File: src/rtl/mips_bus_pkg.sv
// Shared types and constants for the MIPS data-port bridge.
// Imported by the bridge FSM and its timeout counter.
package mips_bus_pkg;

    localparam int DEFAULT_TIMEOUT = 255;

    typedef enum logic [2:0] {
        IDLE,
        REQ,
        WAIT_DATA,
        DONE,
        ERR
    } bridge_state_t;

endpackage

File: src/rtl/bridge_timeout_counter.sv
// Cycle counter bounding how long one memory access may stay outstanding.
// Flags expiry when the count reaches TIMEOUT.
module bridge_timeout_counter
    import mips_bus_pkg::*;
#(
    parameter int TIMEOUT = DEFAULT_TIMEOUT,
    parameter int CNT_W   = 8
) (
    input  logic clk,
    input  logic reset,
    input  logic clear,
    input  logic run,
    output logic expired
);

    logic [CNT_W-1:0] count;

    // Count busy cycles; cleared whenever the bridge is not busy.
    always_ff @(posedge clk) begin
        if (!reset || clear) begin
            count <= '0;
        end else if (run) begin
            count <= count + 1'b1;
        end
    end

    assign expired = (count == CNT_W'(TIMEOUT));

endmodule

File: src/rtl/mips_data_bridge.sv
// Converts combinational CPU data accesses into registered memory requests
// with waitrequest/readdatavalid, stalling the CPU through clk_enable.
module mips_data_bridge
    import mips_bus_pkg::*;
#(
    parameter int TIMEOUT = DEFAULT_TIMEOUT,
    parameter int CNT_W   = 8
) (
    input  logic        clk,
    input  logic        reset,
    input  logic [31:0] cpu_data_address,
    input  logic        cpu_data_read,
    input  logic        cpu_data_write,
    input  logic [31:0] cpu_data_writedata,
    output logic [31:0] cpu_data_readdata,
    output logic        cpu_clk_enable,
    output logic [31:0] mem_address,
    output logic        mem_read,
    output logic        mem_write,
    output logic [31:0] mem_writedata,
    input  logic        mem_waitrequest,
    input  logic [31:0] mem_readdata,
    input  logic        mem_readdatavalid,
    output logic        timeout_err
);

    bridge_state_t state, state_n;
    logic [31:0]   rdata;
    logic          busy;
    logic          expired;
    logic          capture;
    logic          latch;
    logic          drop;
    logic          set_err;
    logic          clk_en;

    assign busy = (state == REQ) || (state == WAIT_DATA);

    bridge_timeout_counter #(
        .TIMEOUT (TIMEOUT),
        .CNT_W   (CNT_W)
    ) u_timeout (
        .clk     (clk),
        .reset   (reset),
        .clear   (!busy),
        .run     (busy),
        .expired (expired)
    );

    // State register.
    always_ff @(posedge clk) begin
        if (!reset) begin
            state <= IDLE;
        end else begin
            state <= state_n;
        end
    end

    // Next state and datapath controls; completion beats a same-cycle timeout.
    always_comb begin
        state_n = state;
        capture = 1'b0;
        latch   = 1'b0;
        drop    = 1'b0;
        set_err = 1'b0;
        clk_en  = 1'b0;
        unique case (state)
            IDLE: begin
                clk_en = !(cpu_data_read || cpu_data_write);
                if (cpu_data_read && cpu_data_write) begin
                    set_err = 1'b1;
                    state_n = ERR;
                end else if (cpu_data_read || cpu_data_write) begin
                    capture = 1'b1;
                    state_n = REQ;
                end
            end
            REQ: begin
                if (!mem_waitrequest) begin
                    drop = 1'b1;
                    if (mem_write) begin
                        state_n = DONE;
                    end else if (mem_readdatavalid) begin
                        latch   = 1'b1;
                        state_n = DONE;
                    end else begin
                        state_n = WAIT_DATA;
                    end
                end else if (expired) begin
                    drop    = 1'b1;
                    set_err = 1'b1;
                    state_n = ERR;
                end
            end
            WAIT_DATA: begin
                if (mem_readdatavalid) begin
                    latch   = 1'b1;
                    state_n = DONE;
                end else if (expired) begin
                    set_err = 1'b1;
                    state_n = ERR;
                end
            end
            DONE: begin
                clk_en  = 1'b1;
                state_n = IDLE;
            end
            ERR: begin
                state_n = ERR;
            end
            default: begin
                state_n = IDLE;
            end
        endcase
    end

    // Request registers, read-data latch and sticky error flag.
    always_ff @(posedge clk) begin
        if (!reset) begin
            mem_address   <= '0;
            mem_writedata <= '0;
            mem_read      <= 1'b0;
            mem_write     <= 1'b0;
            rdata         <= '0;
            timeout_err   <= 1'b0;
        end else begin
            if (capture) begin
                mem_address   <= cpu_data_address;
                mem_writedata <= cpu_data_writedata;
                mem_read      <= cpu_data_read;
                mem_write     <= cpu_data_write;
            end else if (drop) begin
                mem_read  <= 1'b0;
                mem_write <= 1'b0;
            end
            if (latch) begin
                rdata <= mem_readdata;
            end
            if (set_err) begin
                timeout_err <= 1'b1;
            end
        end
    end

    assign cpu_clk_enable    = clk_en && reset;
    assign cpu_data_readdata = (state == DONE) ? rdata : 32'h0;

endmodule

File: config.mk
export PLATFORM = sky130hd
export DESIGN_NAME = mips_data_bridge
export DESIGN_NICKNAME = d
export VERILOG_FILES = /design/src/rtl/mips_bus_pkg.sv /design/src/rtl/bridge_timeout_counter.sv /design/src/rtl/mips_data_bridge.sv
export SDC_FILE = /design/constraint.sdc
export NUM_CORES = 1
export LEC_CHECK = 0
export CAP_MARGIN = 20
export CORE_ASPECT_RATIO = 1.5
export CORE_MARGIN = 2
export CORE_UTILIZATION = 42
export DETAILED_ROUTE_END_ITERATION = 16
export PLACE_DENSITY_LB_ADDON = 0.3
export SYNTH_ARGS = -nofsm -noshare
export SYNTH_HDL_FRONTEND = slang
export SYNTH_SLANG_ARGS = --single-unit
export TNS_END_PERCENT = 1
File: constraint.sdc
create_clock -name clk -period 1.9 [get_ports clk]
set_input_delay 0.19 -clock clk [delete_from_list [all_inputs] [get_ports clk]]
set_output_delay 0.19 -clock clk [all_outputs]
set_load 0.005 [all_outputs]
* Yosys cells after proc, flatten, opt, wreduce, memory -nomap -nowiden
Cells that the tools add are included.
** Word-level totals
- Register bits :: 110
- Input port bits :: 102
- Output and inout port bits :: 100
- Word-level logic and storage cells :: 52
** Cells by class
- $add $sub $neg :: 1
- Equal/unequal tests :: 6
- Mux-type cells :: 27
- Reduce and logical (&&, ||, !) cells :: 10
** Operators with widths (count)
- two-way mux 32 bit :: 1
- two-way mux 1 bit :: 17
- two-way mux 3 bit :: 5
- one-hot mux 3 bit (4 select lines) :: 1
- adder 8 x 1 -> 8 bit (second input constant) :: 1
- == test 8 bit (second input constant) :: 1
- == test 3 x 2 -> 1 bit (second input constant) :: 2
- one-hot mux 1 bit (2 select lines) :: 2
- == test 3 x 1 -> 1 bit (second input constant) :: 1
- == test 3 bit (second input constant) :: 1
- zero test 1 bit :: 3
- zero test 3 bit :: 1
- logical OR 1 bit :: 3
- inequality test 3 bit (second input constant) :: 1
- one-hot mux 1 bit (3 select lines) :: 1
- logical AND 1 bit :: 2
- nonzero test 2 bit :: 1

* Depth between registers and ports, before layout
Gate-level depths: netlist of run 1.
- Word-level depth :: 6
- Depth in mapped cells :: 7
- Gate-level depth less buffers :: 5

* By module
Synthesis of run 1 repeated with hierarchy kept, for this count alone.
** Second synthesis, totals
- Cell total of the unflattened synthesis :: 589
- Area total of the unflattened synthesis :: 4865.9 um^2
** Modules (own cells, without submodules)
- mips_data_bridge :: instances 1, cells an instance 549, area an instance 4511.8 um^2, sequential area each 2042.0 um^2
- bridge_timeout_counter :: instances 1, cells an instance 40, area an instance 354.1 um^2, sequential area each 160.2 um^2

* Least setup slack after synthesis of run 1
Ideal clock, no wire load.
- Path type :: register to register
- Start point :: register u_timeout.count[0]
- End point :: register mem_read
- Setup time :: 0.131 ns
- Data arrival time :: 1.255 ns
- Required time :: 1.769 ns
- Slack :: 0.514 ns
- Cell stages (with the launch flop) :: 5
- Path buffers :: 0
- Period minus slack after synthesis :: 1.386 ns
- Cell sequence :: dfxtp_1 > ha_1 > nand4_1 > a2111oi_2 > o21ai_0
** On the way
- Word-level cells in the longest chain between the ends :: 5
** RTL lines
- from (decl) :: line bridge_timeout_counter.sv:16 : logic [CNT_W-1:0] count;
- from (signal assigned) :: line bridge_timeout_counter.sv:23 : count <= count + 1'b1;
- == test 8 bit :: line bridge_timeout_counter.sv:27 : assign expired = (count == CNT_W'(TIMEOUT));
- two-way mux 1 bit :: line mips_data_bridge.sv:89 : end else if (expired) begin
- two-way mux 1 bit :: line mips_data_bridge.sv:79 : if (!mem_waitrequest) begin
- two-way mux 1 bit :: line mips_data_bridge.sv:67 : unique case (state)
- nonzero test 2 bit (no source line)
- to (signal assigned) :: line mips_data_bridge.sv:130 : mem_read <= cpu_data_read;
- to (decl) :: line mips_data_bridge.sv:18 : output logic mem_read,
Every way passes these cells.
A chain may end at the register's enable or synchronous reset.

* Worst setup path after layout of run 1
- Start point :: register state[0]
- End point :: register mem_writedata[28]
** On the way
- Word-level cells in the longest chain between the ends :: 2
** RTL lines
- from (decl) :: line mips_data_bridge.sv:27 : bridge_state_t state, state_n;
- from (signal assigned) :: line mips_data_bridge.sv:55 : state <= state_n;
- zero test 3 bit :: line mips_data_bridge.sv:67
- two-way mux 1 bit :: line mips_data_bridge.sv:67
- to (signal assigned) :: line mips_data_bridge.sv:129 : mem_writedata <= cpu_data_writedata;
- to (decl) :: line mips_data_bridge.sv:20 : output logic [31:0] mem_writedata,
Every way passes these cells.

==> metrics.txt, run 1 <==
Post-synth ARST share 0%; Yosys top cell by area dfxtp_1; Largest stage delay, worst path between 300 and 400 ps; GRT Util Overall between 10% and 20%; First-pass DRT Iterations 4; Final WS setup ~220 ps; hpwl dp approximately 8700 um; Worst Path Arrival 1930 ps; Final Skew ~10 ps; Finished Layout Cells ~840; Reg clk slew, reported paths roughly 70 ps; status finished, final reports clean; Avg WL per Cell 13.8 um; Crit Path Class flip-flop to flip-flop; critical path's slowest cell dfxtp_2; Post-CTS Hold Buffers 0; Cells after Synth 500; critical path cell sequence buf_4 > nor3_1 > and2_2 > buf_12 > nand2_1 > a21boi_0; Startpoint Class flip-flop; worst vdd ir 0.698 mV; Slew @ Worst Pin between 600 and 700 ps; Die Y-Extent between 100 and 150 um; root buffer cell clkbuf_16; CTS Buffer Depth 2; Fin Hold WS between 300 and 400 ps; cell leakage power about 0.0033 uW; DP Worst Slack -33.3 ps; post-layout util around two thirds; Max Fanout on Critical Path 25; period utilisation layout about nine tenths; # setup viols final 0; Die ar. ~12000 sq um; share of layout cells above drive strength 1 under 10%; Skew-Pair Late Insertion Delay 340 ps; Port Buffers roughly 200; CP required around 2200 ps; Buf/Inv on CP 2; Layout area overhead 55.2%; DRT Wirelength 11600 um; largest net degree at the start of global routing between 70 and 80; Yosys top cell area share approximately half; drt via density roughly 4.7; first-pass GRT wire length ~19000 um; Crit. End Element flip-flop; Avg Cell Area, Syn 9.14 sq um; syn nets a little over 600; fin nets between 700 and 800; Post-route DRC 0; synth warn 0; commonest cells after routing, fill and taps aside clkdlybuf4s50_1, nand2_1, dfxtp_1, a21boi_1; CTS tree done; CTS H-tree lvls 3; Seq/Total Area, Yosys about half; post-CTS setup repair buffer count 0; class of the worst hold path primary input to flip-flop; Cell Area, Synth 4570 sq um; FF+latch count, synth 110; pwr dens between 800 and 900 nW/um^2; Starting DRT DRC Count 141; Yosys cell types 39; Antenna Cells 0; Initial Util between 40% and 50%; # rows 46; Hold Fails Final Rpt 0; Max Clk Rate between 500 and 600 MHz; clk sink count 110; Core Area roughly 11000 sq um; gpl congestion between 0.7 and 0.8; vias 3987; Inst Count DP 826; Final Max Tran Viols 0; Synth area leaders dfxtp_1, nand2_1, a21boi_1; Ports 202; initial antenna violation count 0; unrepaired setup endpoints after global routing false; post-layout minimum cycle time 1680 ps; Slew HR between 50% and 60%; Post-Route Setup TNS 0 ps; Max Cap Viol 0; Worst path top cell family by delay simple AND/OR/NAND/NOR gates; CTS buffer count 9; chip width 89.2 um; Main synth FF type dfxtp_1; commonest non-fill, non-tap cell in the layout clkdlybuf4s50_1; vias in the first global route 4008; Post-synth EDFFs 0; total grt overflow 0; post-route antenna net violation count 0
-- worst register-to-register path, stage by stage (launching register included) --
cell and delay, ps:
dfxtp_2 340, buf_4 160, nor3_1 310, and2_2 330, buf_12 190, nand2_1 90, a21boi_0 170
-- state kept, by name, summed over array words and instances, names as in the netlist --
signal           count
mem_address         32
mem_read             1
mem_write            1
mem_writedata       32
rdata               32
state                3
timeout_err          1
u_timeout.count      8
-- cell families (layout without fill, tap and decap cells) --
family | Yosys count | in the layout | synth area share [%]
multiplexers | 32 | 32 | 7.01
AND/OR/NAND/NOR | 230 | 230 | 24.0
flip-flops | 110 | 110 | 48.2
AO/OA/AOI/OAI | 81 | 81 | 13.5
adder cells (fa/ha/maj) | 4 | 4 | 1.10
buffers and inverters | 37 | 235 | 5.04
XOR/XNOR | 6 | 6 | 1.15
-- power breakdown --
part	switching (uW)	internal [uW]
Clock	782	993
Sequential	115	2510
Combinational	555	743
-- worst paths after layout --
path	start	end	slack, ps	cells after the start
setup / recovery	state[0]	mem_writedata[28]	220	6
hold / removal	reset	mem_address[13]	380	3
setup reg to reg	state[0]	mem_writedata[28]	220	6
hold reg to reg	mem_address[13]	mem_address[13]	450	2
-- cell type report --
class                      count  area (sq um)
tap                          144           180
sequential                   110          2210
clock buffer                  13           270
inverter                       6          22.5
clock inverter                 3          17.5
multi-input combinational    353          2160
fill                         891          3500
timing repair buffer         213          2240
-- synthesized netlist by cell type (2+ instances only) --
cell,count
nor3_1,2
nand3_1,7
xor2_1,5
buf_2,7
nand2_1,134
nand4_1,3
o21ai_0,4
a21boi_1,48
a21oi_1,3
inv_1,6
clkbuf_1,16
buf_6,4
ha_1,4
nor2b_1,32
and2_1,33
nor2_1,12
buf_12,3
mux2i_1,32
dfxtp_1,110
a21boi_0,16
-- repair_timing --
item	CTS	global route
pin swaps	0	0
endpoints found under the setup margin	33	28
gates resized for setup	12	29
-- routing by layer --
metal  vias up  part of all wire (%)  GRT usage [%]
met4         0                   2.0           6.88
li1       2006                     -              -
met1      1800                    39           23.2
met2       160                    49           32.8
met5         -                     0              0
met3        21                    10           7.70
-- per-stage QoR --
stage | total power, uW | area (sq um)
2_1_floorplan | 3280 | 4570
3_3_place_gp | 3940 | 6720
3_5_place_dp | 3980 | 6720
4_1_cts | 5780 | 7020
5_1_grt | 6010 | 7090
6_report | 5700 | 7090
(Power assumes the default switching activity.)
==> run 2, diff against run 1 <==
Clock period 1.9 ns to 1.75 ns, I/O delays scaled along.
==> run 2 against run 1 <==
Net effect:
- first-iteration DRC count rose by 2.8%
- utilization rose by 0.59 points
- global-route usage is essentially flat
- clock skew decreased by 1.9 ps
- sequential share of layout area decreased by 0.29 points
- critical endpoint is now cpu_data_readdata[2]
- largest cell class unchanged
- largest power group unchanged
- highest routed layer unchanged
==> metrics.txt, run 2 (synthesis results as in run 1) <==
Max Fanout on Critical Path 16; cell leakage power 0.00298 uW; Startpoint Class flip-flop; DP Worst Slack -96.5 ps; post-layout minimum cycle time about 1700 ps; critical path's slowest cell dfxtp_2; worst vdd ir roughly 0.56 mV; post-layout util between 60 and 70%; Final WS setup 60.1 ps; share of layout cells above drive strength 1 under 10%; Largest regs mem_address (32), mem_writedata (32), rdata (32); register area roughly 2200 sq um; vias slightly above 4000; Slew @ Worst Pin 376 ps; Initial Util 43.2%; Skew-Pair Late Insertion Delay 340 ps; Die ar. 11800 sq um; CTS Buffer Depth 2; net switching power around 1600 uW; Die Y-Extent around 130 um; CP required approximately 1600 ps; Ports approximately 200; drt via density roughly 4.7; Worst Path Arrival between 1500 and 2000 ps; Crit. End Element output port; Reg clk slew, reported paths around 70 ps; PnR Total Power approximately 6300 uW; Final Max Tran Viols 0; Post-route DRC 0; Slew HR between 70% and 80%; CTS H-tree lvls 3; status finished, final reports clean; first-pass GRT wire length 19000 um; Sw Ratio about a quarter; commonest non-fill, non-tap cell in the layout clkdlybuf4s50_1; Max Clk Rate a little under 600 MHz; Clock power frac approximately 31%; initial antenna violation count 0; CTS tree done; Starting DRT DRC Count about 150; period utilisation layout between 90 and 100%; vias in the first global route ~4100; unrepaired setup endpoints after global routing true; Port Buffers around 200; Layout area overhead 56.6%; Max Cap Viol 0; pwr dens a little under 900 nW/um^2; DRT Wirelength 11700 um; Inst Count DP roughly 840; chip width roughly 89 um; First-pass DRT Iterations 4; gpl congestion slightly above 0.7; fillers roughly 890; Worst path top cell family by delay buffers and inverters; clk sink count 110; Final Skew between 8 and 9 ps; # setup viols final 0; combinational share of power about a quarter; Fin Hold WS ~380 ps; CTS buffer count 9; design internal power around 4700 uW; Core Area ~11000 sq um; Antenna Cells 0; post-route antenna net violation count 0; commonest cells after routing, fill and taps aside clkdlybuf4s50_1, nand2_1, dfxtp_1, a21boi_1; area of the multi-input gates between 2000 and 2500 sq um; Avg WL per Cell 13.8 um; Finished Layout Cells approximately 850; critical path cell sequence nand2_2 > nor2_4 > buf_4 > buf_12 > and2_1 > dlygate4sd2_1; # rows 46; hpwl dp ~8500 um; total grt overflow 0; Hold Fails Final Rpt 0; Buf/Inv on CP 3; Crit Path Class flip-flop to output port; GRT Util Overall 19.9%; sequential power share between 40% and 50%; root buffer cell clkbuf_16; class of the worst hold path primary input to flip-flop; fin nets 812; largest net degree at the start of global routing around 110; Largest stage delay, worst path 350 ps
==> run 2: cell count changes in the layout (fill, tap and decap cells not counted), moves of 3 or more <==
cell	before	now
dlygate4sd2_1	5	22
buf_4	6	14
dlymetal6s2s_1	28	0
clkdlybuf4s15_1	0	11
buf_12	6	9
clkbuf_8	3	0
==> run 2: worst paths after layout <==
kind / startpoint / endpoint / slack [ps] / depth (start not counted)
worst min-delay path: cpu_data_address[22] / mem_address[22] / 380 / 3
worst max register to register: u_timeout.count[2] / mem_read / 150 / 4
worst max-delay path: state[1] / cpu_data_readdata[2] / 60 / 6
worst min register to register: mem_writedata[11] / mem_writedata[11] / 450 / 2
==> run 2: routing by layer <==
metal	part of all wire (%)	GRT usage, %	vias up
li1	-	-	2033
met1	40	23.4	1835
met2	50	33.6	151
met3	8.1	6.39	22
met4	2.2	6.80	0
met5	0	0	-
==> run 2: power by group through the flow <==
stage,Sequential (uW),Clock (uW),Combinational [uW]
after floorplan,2900,0,655
after global placement,2880,0,1460
after detailed placement,2890,0,1490
after CTS,2840,1990,1510
after global routing,2870,2090,1630
final,2840,1940,1490
==> run 2: timing repair <==
item | in CTS | in global routing
hold buffers | 0 | 0
buffers inserted | 2 | 0
hold endpoints to repair | 0 | 0
pin swaps | 1 | 0
gates resized for setup | 41 | 12
setup endpoints to repair | 33 | 13
gates cloned | 1 | 0
==> run 2: per-stage QoR <==
step           area, sq um  TNS, ps
2_1_floorplan         4570        0
3_3_place_gp          6830        0
3_5_place_dp          6830     -510
4_1_cts               7130        0
5_1_grt               7160    -14.6
6_report              7160        0
==> run 2: layout make-up <==
class                           instances  area share, %
Clock buffer                           10           3.20
Inverter                                6          0.315
Multi-Input combinational cell        353           30.3
Tap cell                              144           2.52
Sequential cell                       110           30.8
Clock inverter                          4          0.699
Timing Repair Buffer                  226           32.2
==> run 2: worst register-to-register path: cells and delay by family (launching register included) <==
family	cells	cell delay, ps
DFF	1	400
AOI/OAI and AO/OA	2	570
and+or+nand+nor	2	520
==> run 3, diff against run 2 <==
Settings changed: CORE_UTILIZATION 42 to 30.
==> run 3 against run 2 <==
Net effect:
- register-to-register slack worse by 40 ps
- clock-buffer cell count rose by 1
- combinational power shrank 3%
- critical path type unchanged
- largest power group unchanged
==> metrics.txt, run 3 (synthesis results as in run 1) <==
Layout area overhead 57.5%; commonest cells after routing, fill and taps aside clkdlybuf4s50_1, nand2_1, dfxtp_1, a21boi_1; Max Cap Viol 0; critical path cell sequence nor2_4 > buf_6 > buf_16 > and2_1 > dlygate4sd2_1; CTS tree done; root buffer cell clkbuf_16; PnR Total Power between 6000 and 7000 uW; status finished, final reports clean; Slew HR around three quarters; largest net degree at the start of global routing approximately 110; CP required between 1500 and 2000 ps; post-layout util 48.0%; post-route antenna net violation count 0; # setup viols final 0; CTS Buffer Depth 2; Largest regs mem_address (32), mem_writedata (32), rdata (32); first-pass GRT wire length 19800 um; unrepaired setup endpoints after global routing false; period utilisation layout 95.4%; Ports 202; Starting DRT DRC Count ~140; Post-DP Area between 6000 and 7000 sq um; Startpoint Class flip-flop; CTS H-tree lvls 3; Final Skew 10.3 ps; Avg WL per Cell approximately 13 um; Crit. End Element output port; Post-route DRC 0; clk sink count between 100 and 150; hpwl dp 8740 um; Largest stage delay, worst path approximately 390 ps; Fin Hold WS between 300 and 400 ps; fillers roughly 1500; GRT Util Overall between 10% and 20%; Skew-Pair Late Insertion Delay between 300 and 400 ps; Port Buffers roughly 200; vias approximately 4000; Crit Path Class flip-flop to output port; worst vdd ir about 0.42 mV; Final WS setup between 80 and 90 ps; Max Fanout on Critical Path 16; share of layout cells above drive strength 1 11.3%; Post-CTS Hold Buffers 0; total grt overflow 0; cell leakage power about 0.003 uW; Reg clk slew, reported paths ~70 ps; drt via density between 4 and 5; gpl congestion 0.767; vias in the first global route roughly 4000; First-pass DRT Iterations 4; Die ar. 16300 sq um; Die Y-Extent 155 um; Post-Layout Inst Area a little over 7000 sq um; Worst Path Arrival between 1000 and 1500 ps; chip width ~100 um; Core Area approximately 15000 sq um; DRT Wirelength between 10000 and 15000 um; # rows 55; pwr dens just under 900 nW/um^2; Max Clk Rate roughly 600 MHz; class of the worst hold path primary input to flip-flop; Slew @ Worst Pin 368 ps; Final Max Tran Viols 0; initial antenna violation count 0; CTS buffer count 9; critical path's slowest cell dfxtp_4; fin nets slightly above 800; Antenna Cells 0; Initial Util 30.5%; post-layout minimum cycle time approximately 1700 ps; commonest non-fill, non-tap cell in the layout clkdlybuf4s50_1; DP Worst Slack -78.8 ps; Hold Fails Final Rpt 0
[run 3: worst paths after layout]
kind                                          start                     to  slack (ps)  cells after the start
worst max register to register             state[0]              rdata[31]         110                      7
worst max-delay path                       state[2]  cpu_data_readdata[27]          80                      5
worst min-delay path            cpu_data_address[7]         mem_address[7]         370                      3
worst min register to register      mem_address[27]        mem_address[27]         450                      2
[run 3: layout make-up]
cell class / count / area, sq um / share of cell area [%]
Tap cell: 199 / 249 / 3.46
Clock inverter: 5 / 60.1 / 0.834
Multi-Input combinational cell: 353 / 2190 / 30.4
Sequential cell: 110 / 2210 / 30.7
Inverter: 6 / 22.5 / 0.313
Timing Repair Buffer: 229 / 2230 / 31.0
Clock buffer: 11 / 233 / 3.23
[run 3: timing repair]
| action | CTS | global route |
|---|---|---|
| resized for setup | 87 | 17 |
| gates cloned | 2 | 0 |
| pin swaps | 1 | 3 |
| setup endpoints to repair | 33 | 65 |
| setup buffers | 5 | 0 |
| endpoints found under the hold margin | 0 | 0 |
[run 3: metal layers]
layer	up-vias	GRT usage [%]	routed length, um
li1	2042	-	-
met5	-	0	0
met3	16	4.86	979
met4	0	4.95	165
met2	157	26.4	6080
met1	1795	17.2	5080
[run 3: metrics by stage]
| stage | TNS [ps] | cells |
|---|---|---|
| finish | 0 | 913 |
| global route | 0 | 913 |
| floorplan | 0 | 500 |
| detailed placement | -662 | 890 |
| CTS | -274 | 913 |
| global placement | -46.4 | 890 |
[run 3: where the power goes]
part | internal [uW] | switching (uW)
logic | 833 | 619
registers | 2720 | 119
clock network | 1110 | 892
[run 3: worst max-delay path: cells and delay by family (launching register included)]
| family | cells | cell delay, ps |
|---|---|---|
| and+or+nand+nor | 2 | 280 |
| buffers and inverters | 3 | 480 |
| DFF | 1 | 390 |
==> RTL edit, RTL diff (config.mk and constraints of run 1) <==
`CNT_W` is set to 8 in 2 places; all go to 6.
--- a/src/rtl/bridge_timeout_counter.sv
+++ b/src/rtl/bridge_timeout_counter.sv
@@ -4,7 +4,7 @@
     import mips_bus_pkg::*;
 #(
     parameter int TIMEOUT = DEFAULT_TIMEOUT,
-    parameter int CNT_W   = 8
+    parameter int CNT_W   = 6
 ) (
     input  logic clk,
     input  logic reset,
--- a/src/rtl/mips_data_bridge.sv
+++ b/src/rtl/mips_data_bridge.sv
@@ -4,7 +4,7 @@
     import mips_bus_pkg::*;
 #(
     parameter int TIMEOUT = DEFAULT_TIMEOUT,
-    parameter int CNT_W   = 8
+    parameter int CNT_W   = 6
 ) (
     input  logic        clk,
     input  logic        reset,
Function: no difference found for any inputs over 10 cycles, from zero or initial values and one cycle with reset low; that may be too few to reach the edited logic, so the function may still have changed.
==> RTL edit against run 1 <==
Register-to-register slack got worse by 0.11 ns. Largest cell class unchanged. Synthesized area shrank 1.5%. Clock power increased by 3%. Sequential cell count shrank 2. Wire length is 1.2% higher. Critical path depth fell by 2. Critical endpoint is now cpu_data_readdata[31]. Setup slack worse by 0.32 ns. Power up 1.8%. The flow now finishes with violations (setup timing). Count of clock-buffer cells in the layout is 3 lower. Final area about the same. Via count is 5.5% higher. Maximum frequency shrank 16%.
==> RTL edit: results (changes against run 1) <==
Reg2reg path depth: 5 (was 6)
Synth cell count leaders: nand2_1 (195), dfxtp_1 (108), a21boi_0 (58) (was nand2_1 (134), dfxtp_1 (110), a21boi_1 (48))
Mapped Nets: 639 (was 606)
Critical path's top delay family: buffers and inverters (was simple AND/OR/NAND/NOR gates)
Bufs w/o clock: 220 (was 213)
Clock-cell share: 4.11% (was 4.06%)
Final layout net count: 832 (was 799)
Setup slack after layout: -0.0917 ns (was 0.224 ns)
Routed WL: 11,800 µm (was 11,600 µm)
RR Endpoint: rdata[12] (was mem_writedata[28])
Post-CTS sizing: 25 (was 12)
Clock buffer cells: 10 (was 13)
Register area share after synthesis: 48.0% (was 48.2%)
Util after Layout: 67.4% (was 67.0%)
DP Area: 6730 µm² (was 6720 µm²)
Fraction of area in multi-input gates: 30.8% (was 30.4%)
Worst EP arrival: 1.80 ns (was 1.93 ns)
Final Skew: 0.00863 ns (was 0.0101 ns)
RR Startpoint: state[1] (was state[0])
Outcome: finished, violations left (was completed)
Main area contributors after synthesis: dfxtp_1 (48%), nand2_1 (16%), a21boi_0 (9.7%) (was dfxtp_1 (48%), nand2_1 (11%), a21boi_1 (7.9%))
GP Congestion: 0.756 (was 0.738)
Failing checks: setup timing
# diodes: 0 (unchanged)
Pleak: 2.79 nW (was 3.35 nW)
CP max stage delay: 0.49 ns (was 0.34 ns)
Critical Path Start: state[2] (was state[0])
Sequential cell area share: 30.6% (was 31.1%)
Non-Clock Inverter Count: 3 (was 6)
Finish-stage setup viols: 11 (was 0)
Layout cells sized above 1: 6.30% (was 6.16%)
Design Area, Final: 7100 µm² (was 7090 µm²)
Via count: 4,205 (was 3,987)
Post-DP HPWL: 8320 µm (was 8710 µm)
Sequential cell count: 108 (was 110)
Signal buf overhead: 31.8% (was 31.5%)
Setup TNS: -0.801 ns (was 0 ns)
Postcts setup bufs: 2 (was 0)
#MultiIn Comb: 384 (was 353)
Netlist cell types: 34 (was 39)
Vias in the first global route: 4,088 (was 4,008)
Syn_area_per_cell: 8.45 µm² (was 9.14 µm²)
Worst Path Max Fanout: 16 (was 25)
FILL cells: 880 (was 891)
All-Layer GR Usage: 19.6% (was 19.9%)
Final std cells w/o fill: 874 (was 842)
End of the critical path: cpu_data_readdata[31] (was mem_writedata[28])
Initial drt markers: 150 (was 141)
Dpl cells: 856 (was 826)
Hold Path Origin: cpu_data_address[9] (was reset)
First-pass GRT wire length: 18,200 µm (was 18,800 µm)
R2r setup slk: 0.11 ns (was 0.22 ns)
==> RTL edit: cell types whose count changed in the layout (fill, tap and decap cells not counted), moves of 6 or more <==
cell / before / now
dlymetal6s2s_1: 28 / 6
nand2_1: 132 / 194
dlygate4sd2_1: 5 / 16
nor2b_1: 32 / 0
a21boi_1: 48 / 7
clkdlybuf4s50_1: 167 / 178
buf_4: 6 / 12
a21boi_0: 16 / 58
==> RTL edit: power by group <==
| part | internal, mW | leakage [nW] | switching, mW |
|---|---|---|---|
| Clock | 1.02 | 0.135 | 0.818 |
| Sequential | 2.48 | 0.883 | 0.118 |
| Combinational | 0.770 | 1.77 | 0.589 |
==> RTL edit: stage by stage <==
step / hold slack [ns] / worst slack, ns
final: 0.392 / -0.0917
after global routing: 0.400 / -0.168
after CTS: 0.379 / -0.0934
after detailed placement: 0.445 / -0.312
after global placement: 0.430 / -0.276
after floorplan: 0.320 / 0.221
==> RTL edit: how the worst min path moves through the flow <==
stage	endpoint	slack [ns]	cells after the start
floorplan	mem_read	0.32	2
global placement	u_timeout.count[0]	0.43	1
detailed placement	rdata[9]	0.45	2
CTS	mem_address[9]	0.38	3
global route	mem_writedata[7]	0.40	3
finish	mem_address[9]	0.39	3
==> RTL edit: routing by layer <==
| metal | global-route usage (%) | up-vias | part of all wire (%) |
|---|---|---|---|
| li1 | - | 2111 | - |
| met1 | 21.5 | 1914 | 39 |
| met2 | 34.5 | 167 | 49 |
| met5 | 0 | - | 0 |
| met3 | 7.85 | 13 | 10 |
| met4 | 5.97 | 0 | 1.6 |
==> RTL edit: logic make-up after synthesis <==
group	synth area share, %
AO/OA/AOI/OAI	13.3
XOR/XNOR	0.778
flip-flops	48.0
buffers and inverters	4.20
adder cells (fa/ha/maj)	1.11
AND/OR/NAND/NOR	25.5
multiplexers	7.11
